### src/rtl/corr_pkt_arb.sv
// Round-robin arbiter that serialises per-channel correlator packets onto one
// byte-wide FIFO push port as a header byte {4'hA, channel} plus PKT_LEN body bytes.
module corr_pkt_arb #(
    parameter int N_CH    = 4,
    parameter int PKT_LEN = 5
) (
    input  logic                      i_clk,
    input  logic                      i_rst_n,
    input  logic                      i_cg,
    input  logic [N_CH-1:0]           i_strobe,
    input  logic [N_CH*8*PKT_LEN-1:0] i_pkt,
    input  logic                      i_flush,
    input  logic                      i_fifoFull,
    output logic                      o_push,
    output logic [7:0]                o_data,
    output logic                      o_busy,
    output logic [N_CH-1:0]           o_pending,
    output logic [N_CH*8-1:0]         o_dropCount
);

    localparam int CW = (N_CH > 1) ? $clog2(N_CH) : 1;
    localparam int BW = (PKT_LEN > 1) ? $clog2(PKT_LEN) : 1;
    localparam int PW = 8 * PKT_LEN;
    localparam logic [BW-1:0] LAST_BYTE = BW'(PKT_LEN - 1);

    typedef enum logic [1:0] {
        S_IDLE = 2'd0,
        S_HDR  = 2'd1,
        S_BODY = 2'd2
    } state_t;

    state_t          state_q, state_d;
    logic [CW-1:0]   sel_q, sel_d;
    logic [CW-1:0]   last_q, last_d;
    logic [BW-1:0]   byte_q, byte_d;
    logic [N_CH-1:0] pend_q, pend_d;
    logic [7:0]      drop_q [N_CH];
    logic [7:0]      drop_d [N_CH];
    logic [PW-1:0]   hold_q [N_CH];
    logic [PW-1:0]   send_q;

    logic            active;
    logic            gnt_found;
    logic [CW-1:0]   gnt_idx;
    logic            grant;
    logic [N_CH-1:0] is_gnt;
    logic [N_CH-1:0] cap;
    logic            push;
    logic [7:0]      data;

    assign active = i_cg && !i_flush;

    // Round-robin search starting one past the last granted channel.
    always_comb begin
        gnt_found = 1'b0;
        gnt_idx   = '0;
        for (int k = 1; k <= N_CH; k++) begin
            if (!gnt_found && pend_q[(int'(last_q) + k) % N_CH]) begin
                gnt_found = 1'b1;
                gnt_idx   = CW'((int'(last_q) + k) % N_CH);
            end
        end
    end

    assign grant = active && (state_q == S_IDLE) && gnt_found;

    genvar gi;
    generate
        for (gi = 0; gi < N_CH; gi++) begin : g_ch
            logic drop_inc;

            assign is_gnt[gi] = grant && (gnt_idx == CW'(gi));
            // A strobe is accepted into an empty slot, or into the slot being emptied by this grant.
            assign cap[gi]    = active && i_strobe[gi] && (!pend_q[gi] || is_gnt[gi]);
            assign drop_inc   = active && i_strobe[gi] && pend_q[gi] && !is_gnt[gi];

            assign pend_d[gi] = !i_cg       ? pend_q[gi] :
                                i_flush     ? 1'b0       :
                                cap[gi]     ? 1'b1       :
                                is_gnt[gi]  ? 1'b0       : pend_q[gi];

            assign drop_d[gi] = !i_cg                                ? drop_q[gi] :
                                i_flush                              ? 8'h00      :
                                (drop_inc && drop_q[gi] != 8'hFF)    ? drop_q[gi] + 8'h01 :
                                                                       drop_q[gi];

            assign o_dropCount[gi*8 +: 8] = drop_q[gi];

            always_ff @(posedge i_clk) begin
                if (cap[gi]) begin
                    hold_q[gi] <= i_pkt[gi*PW +: PW];
                end
            end
        end
    endgenerate

    always_comb begin
        state_d = state_q;
        sel_d   = sel_q;
        last_d  = last_q;
        byte_d  = byte_q;
        push    = 1'b0;
        data    = 8'h00;
        if (i_cg) begin
            if (i_flush) begin
                state_d = S_IDLE;
                byte_d  = '0;
            end else begin
                case (state_q)
                    S_IDLE: begin
                        if (gnt_found) begin
                            state_d = S_HDR;
                            sel_d   = gnt_idx;
                            last_d  = gnt_idx;
                        end
                    end
                    S_HDR: begin
                        if (!i_fifoFull) begin
                            push    = 1'b1;
                            data    = {4'hA, 4'(sel_q)};
                            state_d = S_BODY;
                            byte_d  = '0;
                        end
                    end
                    S_BODY: begin
                        if (!i_fifoFull) begin
                            push = 1'b1;
                            data = send_q[int'(byte_q)*8 +: 8];
                            if (byte_q == LAST_BYTE) begin
                                state_d = S_IDLE;
                                byte_d  = '0;
                            end else begin
                                byte_d = byte_q + 1'b1;
                            end
                        end
                    end
                    default: state_d = S_IDLE;
                endcase
            end
        end
    end

    always_ff @(posedge i_clk or negedge i_rst_n) begin
        if (!i_rst_n) begin
            state_q <= S_IDLE;
            sel_q   <= '0;
            last_q  <= CW'(N_CH - 1);
            byte_q  <= '0;
            pend_q  <= '0;
            for (int c = 0; c < N_CH; c++) begin
                drop_q[c] <= 8'h00;
            end
        end else begin
            state_q <= state_d;
            sel_q   <= sel_d;
            last_q  <= last_d;
            byte_q  <= byte_d;
            pend_q  <= pend_d;
            for (int c = 0; c < N_CH; c++) begin
                drop_q[c] <= drop_d[c];
            end
        end
    end

    // Snapshot taken at grant so the channel can refill its holding slot while sending.
    always_ff @(posedge i_clk) begin
        if (grant) begin
            send_q <= hold_q[gnt_idx];
        end
    end

    assign o_push    = push;
    assign o_data    = data;
    assign o_busy    = (state_q != S_IDLE);
    assign o_pending = pend_q;

endmodule

### config.mk
export PLATFORM = sky130hd
export DESIGN_NAME = corr_pkt_arb
export DESIGN_NICKNAME = d
export VERILOG_FILES = /design/src/rtl/corr_pkt_arb.sv
export SDC_FILE = /design/constraint.sdc
export NUM_CORES = 1
export LEC_CHECK = 0
export CORE_UTILIZATION = 57
export DETAILED_ROUTE_END_ITERATION = 8
export DONT_BUFFER_PORTS = 1
export GPL_ROUTABILITY_DRIVEN = 0
export PLACE_DENSITY_LB_ADDON = 0.25
export SLEW_MARGIN = 40
export SYNTH_ARGS = -nofsm -noshare
export SYNTH_HDL_FRONTEND = slang
export SYNTH_SLANG_ARGS = --single-unit
### constraint.sdc
create_clock -name i_clk -period 3.9 [get_ports i_clk]
set_input_delay 0.78 -clock i_clk [delete_from_list [all_inputs] [get_ports i_clk]]
set_output_delay 0.78 -clock i_clk [all_outputs]
set_load 0.02 [all_outputs]
==> Word-level counts from Yosys, hierarchy flattened <==
Memory sizes are Yosys's and may differ from the RTL's. A register that Yosys moved wholly into a read port is not among the register bits.
Index checks and enable logic that the tools add are counted.
{ "word_totals": {"memories": 1, "ramBits": 160, "reg_bits": 45, "inputBits": 169, "elab_cells": 188, "output_inout_bits": 46} }
{ "memory_table": {"columns": ["memory", "words", "width", "rd", "rd_clocked_by_memory_dff", "wr", "line", "text"], "rows": [
  ["hold_q", 4, 40, 1, 1, 4, "39", "logic [PW-1:0] hold_q [N_CH];"]
]} }
{ "classes": {"bitwise": 5, "reduce_logical": 74, "magnitude_cmp": 4, "n_shift": 1, "n_eq_ne": 14, "mux": 68, "addsub": 9} }
{ "ops": {"columns": ["op", "count"], "rows": [
  ["8-bit 2-to-1 mux", 12],
  ["40-bit by 7-bit variable part select with 8-bit output", 1],
  ["1-bit 2-to-1 mux", 36],
  ["8-bit by 1-bit adder with 8-bit output, second input constant", 4],
  ["8-bit != test, second input constant", 4],
  ["1-bit logical AND", 30],
  ["2-bit 2-to-1 mux", 9],
  ["3-bit by 4-bit < comparator with 1-bit output, second input constant", 4],
  ["8-bit case mux with 2 select lines", 1],
  ["2-bit AND reduction", 8],
  ["3-bit nonzero test", 5],
  ["1-bit logical NOT", 12],
  ["3-bit 2-to-1 mux", 4],
  ["3-bit != test, second input constant", 4],
  ["2-bit nonzero test", 5],
  ["2-bit OR reduction", 5],
  ["1-bit binary-select mux with 2-bit select", 4],
  ["4-bit AND reduction", 2],
  ["2-bit equality test, second input constant", 3],
  ["2-bit case mux with 3 select lines", 1],
  ["3-bit case mux with 2 select lines", 1],
  ["5-bit AND reduction", 1],
  ["2-bit by 1-bit adder with 2-bit output, second input constant", 2],
  ["2-bit adder, second input constant", 2],
  ["7 further kinds", 15]
]} }

==> Longest topological paths before layout <==
{ "depth": {"word_depth": 23, "ltp_mapped": 8} }

==> Least setup slack after synthesis <==
Ideal clock, no wire load.
{ "synth_path": {"path_kind": "in2reg", "startpoint": "in i_flush", "endpoint": "mem hold_q[2][0] (netlist name) (enable)", "t_required_ns": 3.449, "cell_stages": 6, "arrival_ns": 3.907, "setup_slack_ns": -0.458, "cell_sequence": "clkbuf_1 nor2b_1 nand3_2 nor2_1 nand2_1 a21oi_1"} }
{ "synth_rtl": {"columns": ["item", "line", "text"], "rows": [
  ["start: declaration", "12", "input logic i_flush,"],
  ["end: declaration", "39", null]
]} }

==> Final worst setup path <==
{ "layout_path": {"startpoint": "reg byte_q[0]", "endpoint": "out o_data[5]"} }
{ "layout_via": {"elab_chain_len": 5} }
{ "layout_lines": {"columns": ["item", "line", "text"], "rows": [
  ["start: declaration", "35", "logic [BW-1:0] byte_q, byte_d;"],
  ["start signal: assignment", "157", "byte_q <= byte_d;"],
  ["40-bit by 7-bit variable part select with 8-bit output", "128", "data = send_q[int'(byte_q)*8 +: 8];"],
  ["8-bit 2-to-1 mux", "126", "if (!i_fifoFull) begin"],
  ["8-bit case mux with 2 select lines", "109", "case (state_q)"],
  ["8-bit 2-to-1 mux", "105", "if (i_flush) begin"],
  ["8-bit 2-to-1 mux", "104", "if (i_cg) begin"],
  ["end: declaration", "15", "output logic [7:0] o_data,"]
]} }
Every way passes these cells.

==> flow_metrics.py <==
metrics = {
    "grt": {
        "overflow": 0,
        "grt_pass1_wl_um": 34300,
        "track_usage": 0.245,
        "grt_max_degree": 81,
        "antenna_found_initial": 0,
        "grt_pass1_vias": 6439,
    },
    "route": {
        "detail-route-antenna-nets": 0,
        "wirelength_um": 22800,
        "drtPass1Iterations": 7,
        "vias": 6549,
        "drt_iter0_markers": 453,
        "wl_per_cell_um": 22.0,
        "drc_errors": 0,
        "viasPerCell": 6.30,
    },
    "cts": {
        "cts.repair.resized": 0,
        "ctsHoldBuffers": 1,
        "insertion_delay_ps": 520,
        "cts_root_buf": "clkbuf_16",
        "cts_tree": "done",
        "cts.sink_count": 245,
        "cts.path.max_buffers": 3,
        "htreeDepth": 1,
        "path_clk_slew_ps": 60,
        "postCtsSetupBuffers": 0,
        "numCtsBuffers": 26,
    },
    "yosys": {
        "synthFlopType": "edfxtp_1",
        "synth_edf_count": 200,
        "ys_types": 64,
        "synthCells": 786,
        "synthArstFlopShare": 0.184,
        "syn_area_per_cell_um2": 13.1,
        "ys_seq_area_frac": 0.695,
        "syn_area_um2": 10300,
        "synthesis.nets": 965,
        "ys_ff_latch": 245,
        "ys.warnings.count": 0,
    },
    "timing": {
        "worstMarginPinSlew_ps": 815,
        "finalClockSkew_ps": 8.45,
        "post-route-period-util": 0.816,
        "maxClockFrequency_mhz": 314,
        "tns_ps": 0,
        "min_period_ps": 3180,
        "slew_headroom": 0.456,
        "rsz0062_at_grt": "no",
        "report.final.slew_viol_count": 0,
        "setup_viol": 0,
        "worst_slack_ps": 716,
        "hold_viol_final": 0,
    },
    "worst_setup_path": {
        "slowest_delay_ps": 800,
        "crit_fanout": 13,
        "path_delay_family": "flip-flops",
        "worst-path-buf-inv": 1,
        "path_class": "reg -> out",
        "cpMaxStageDelayCell": "dfrtp_1",
        "crit_path_end_kind": "output port",
        "setup.worst_path.start_class": "flop",
        "cp_cell_sequence": "mux4_2, a22oi_1, o21ai_0, buf_4",
        "cp.arrival_ps": 2400,
        "critPathRequiredTime_ps": 3120,
    },
    "placement": {
        "place_hpwl_um": 15100,
        "post-place-ws_ps": 645,
        "io_buffers": 0,
    },
    "power_and_ir_drop": {
        "pwr-share-clk": 0.308,
        "p_leak_nw": 4.19,
        "power_frac_seq": 0.458,
        "p_per_area_nw_per_um2": 659,
        "power.internal_w": 0.00521,
        "p_comb_frac": 0.234,
        "power_switching_w": 0.00234,
        "swShare": 0.310,
        "ir_drop_uv": 432,
    },
    "cells_and_area": {
        "area_growth_syn_to_layout_pct": 11.7,
        "final_common_cell": "edfxtp_1",
        "drive_gt1_frac": 0.113,
        "nNetsFinal": 975,
        "fill_cells": 1258,
        "layout_common_cells": "edfxtp_1 (200), nand2_1 (191), and3_1 (49)",
        "insertedDiodeCount": 0,
    },
    "die": {
        "initial_core_util": 0.589,
        "io_pins": 215,
        "dieArea_um2": 18500,
        "die_h_um": 136,
        "core_um2": 17400,
        "placementRows": 48,
        "die_w_um": 136,
    },
    "flow_run": {
        "cap_violations": 0,
    },
    "run_status": {
        "status": "complete, no violations",
    },
    "hold_path": {
        "worstHoldPathType": "in -> async",
    },
}
[synth_stat cells, types with 5 or more instances]
library cell	n	share of area
nor2_1	16	0.0059
mux4_2	8	0.018
a22oi_1	9	0.0066
buf_2	6	0.0029
nor2b_1	7	0.0043
a2111oi_0	5	0.0043
nand2_1	191	0.070
a21oi_1	15	0.0073
nor3b_1	5	0.0037
edfxtp_1	200	0.59
o21ai_0	22	0.011
ha_1	10	0.012
and3_1	49	0.030
a31oi_1	40	0.024
o22a_1	7	0.0060
clkbuf_1	29	0.011
dfrtp_1	43	0.10
nor3_1	7	0.0034
inv_1	15	0.0055
a22o_1	7	0.0060
nand3_1	14	0.0068
a221o_1	12	0.012
[power groups by stage]
| stage | clock network, W | logic (W) | registers [W] |
|---|---|---|---|
| global route | 0.00247 | 0.00195 | 0.00348 |
| global placement | 0 | 0.00168 | 0.00349 |
| detailed placement | 0 | 0.00174 | 0.00350 |
| floorplan | 0 | 0.00128 | 0.00343 |
| CTS | 0.00237 | 0.00177 | 0.00345 |
| finish | 0.00233 | 0.00177 | 0.00345 |
[worst reg2reg max path, cell delays in order, from the launching register on]
cell     delay [ps]
dfrtp_1         670
or4_4           250
nand3_2         180
nor2_1          580
nand2_1         360
a21oi_4         220
buf_4           510
[cells by family after synthesis]
kind of cell	count (synthesis)	synth area share
compound gates	149	0.106
fa+ha+maj	10	0.0122
buf+inv	54	0.0206
flops	245	0.695
mux	12	0.0218
simple gates	316	0.144
[path summary, 6_finish.rpt]
kind	startpoint	end	slack [ps]	cells past startpoint
max	byte_q[0]	o_data[5]	720	4
min	i_rst_n	last_q[1]	110	0
max reg2reg	o_pending[1]	hold_q[2][19]	730	6
min reg2reg	sel_q[1]	sel_q[1]	500	2
max in group asynchronous	i_rst_n	o_dropCount[0]	3590	1
min in group i_clk	i_pkt[6]	hold_q[0][6]	360	0
[stage by stage]
step | hold slack, ps | util | cells | power, W | area (um2)
2_1_floorplan | 448 | - | 786 | 0.00471 | 10300
3_3_place_gp | 486 | 0.609 | 991 | 0.00517 | 10600
3_5_place_dp | 486 | 0.609 | 991 | 0.00524 | 10600
4_1_cts | 84.8 | 0.657 | 1038 | 0.00759 | 11400
5_1_grt | 80.7 | 0.658 | 1039 | 0.00790 | 11500
6_report | 106 | 0.658 | 1039 | 0.00755 | 11500
[layout make-up]
| class | count | area, um2 | area share |
|---|---|---|---|
| inverters | 16 | 60.1 | 0.00524 |
| multi-input cells | 487 | 2990 | 0.261 |
| flip-flops and latches | 245 | 7130 | 0.622 |
| repair buffers | 20 | 183 | 0.0159 |
| clock buffers | 33 | 698 | 0.0609 |
| clock inverters | 13 | 110 | 0.00961 |
| well taps | 225 | 282 | 0.0246 |
[per-layer routing]
layer | up-vias | share of wire | wire length (um) | GRT usage
met5 | - | 0 | 0 | 0
met4 | 0 | 0.024 | 537 | 0.0759
met3 | 49 | 0.080 | 1830 | 0.0600
met2 | 299 | 0.52 | 12000 | 0.441
met1 | 3214 | 0.37 | 8480 | 0.287
li1 | 2987 | - | - | -
[sequential cells by signal, summed over array words and instances (netlist names)]
| register | count |
|---|---|
| hold_q | 160 |
| send_q | 40 |
| o_dropCount | 32 |
| o_pending | 4 |
| byte_q | 3 |
| last_q | 2 |
| sel_q | 2 |
| state_q | 2 |
Note: power is estimated with default switching activity, not from simulation.
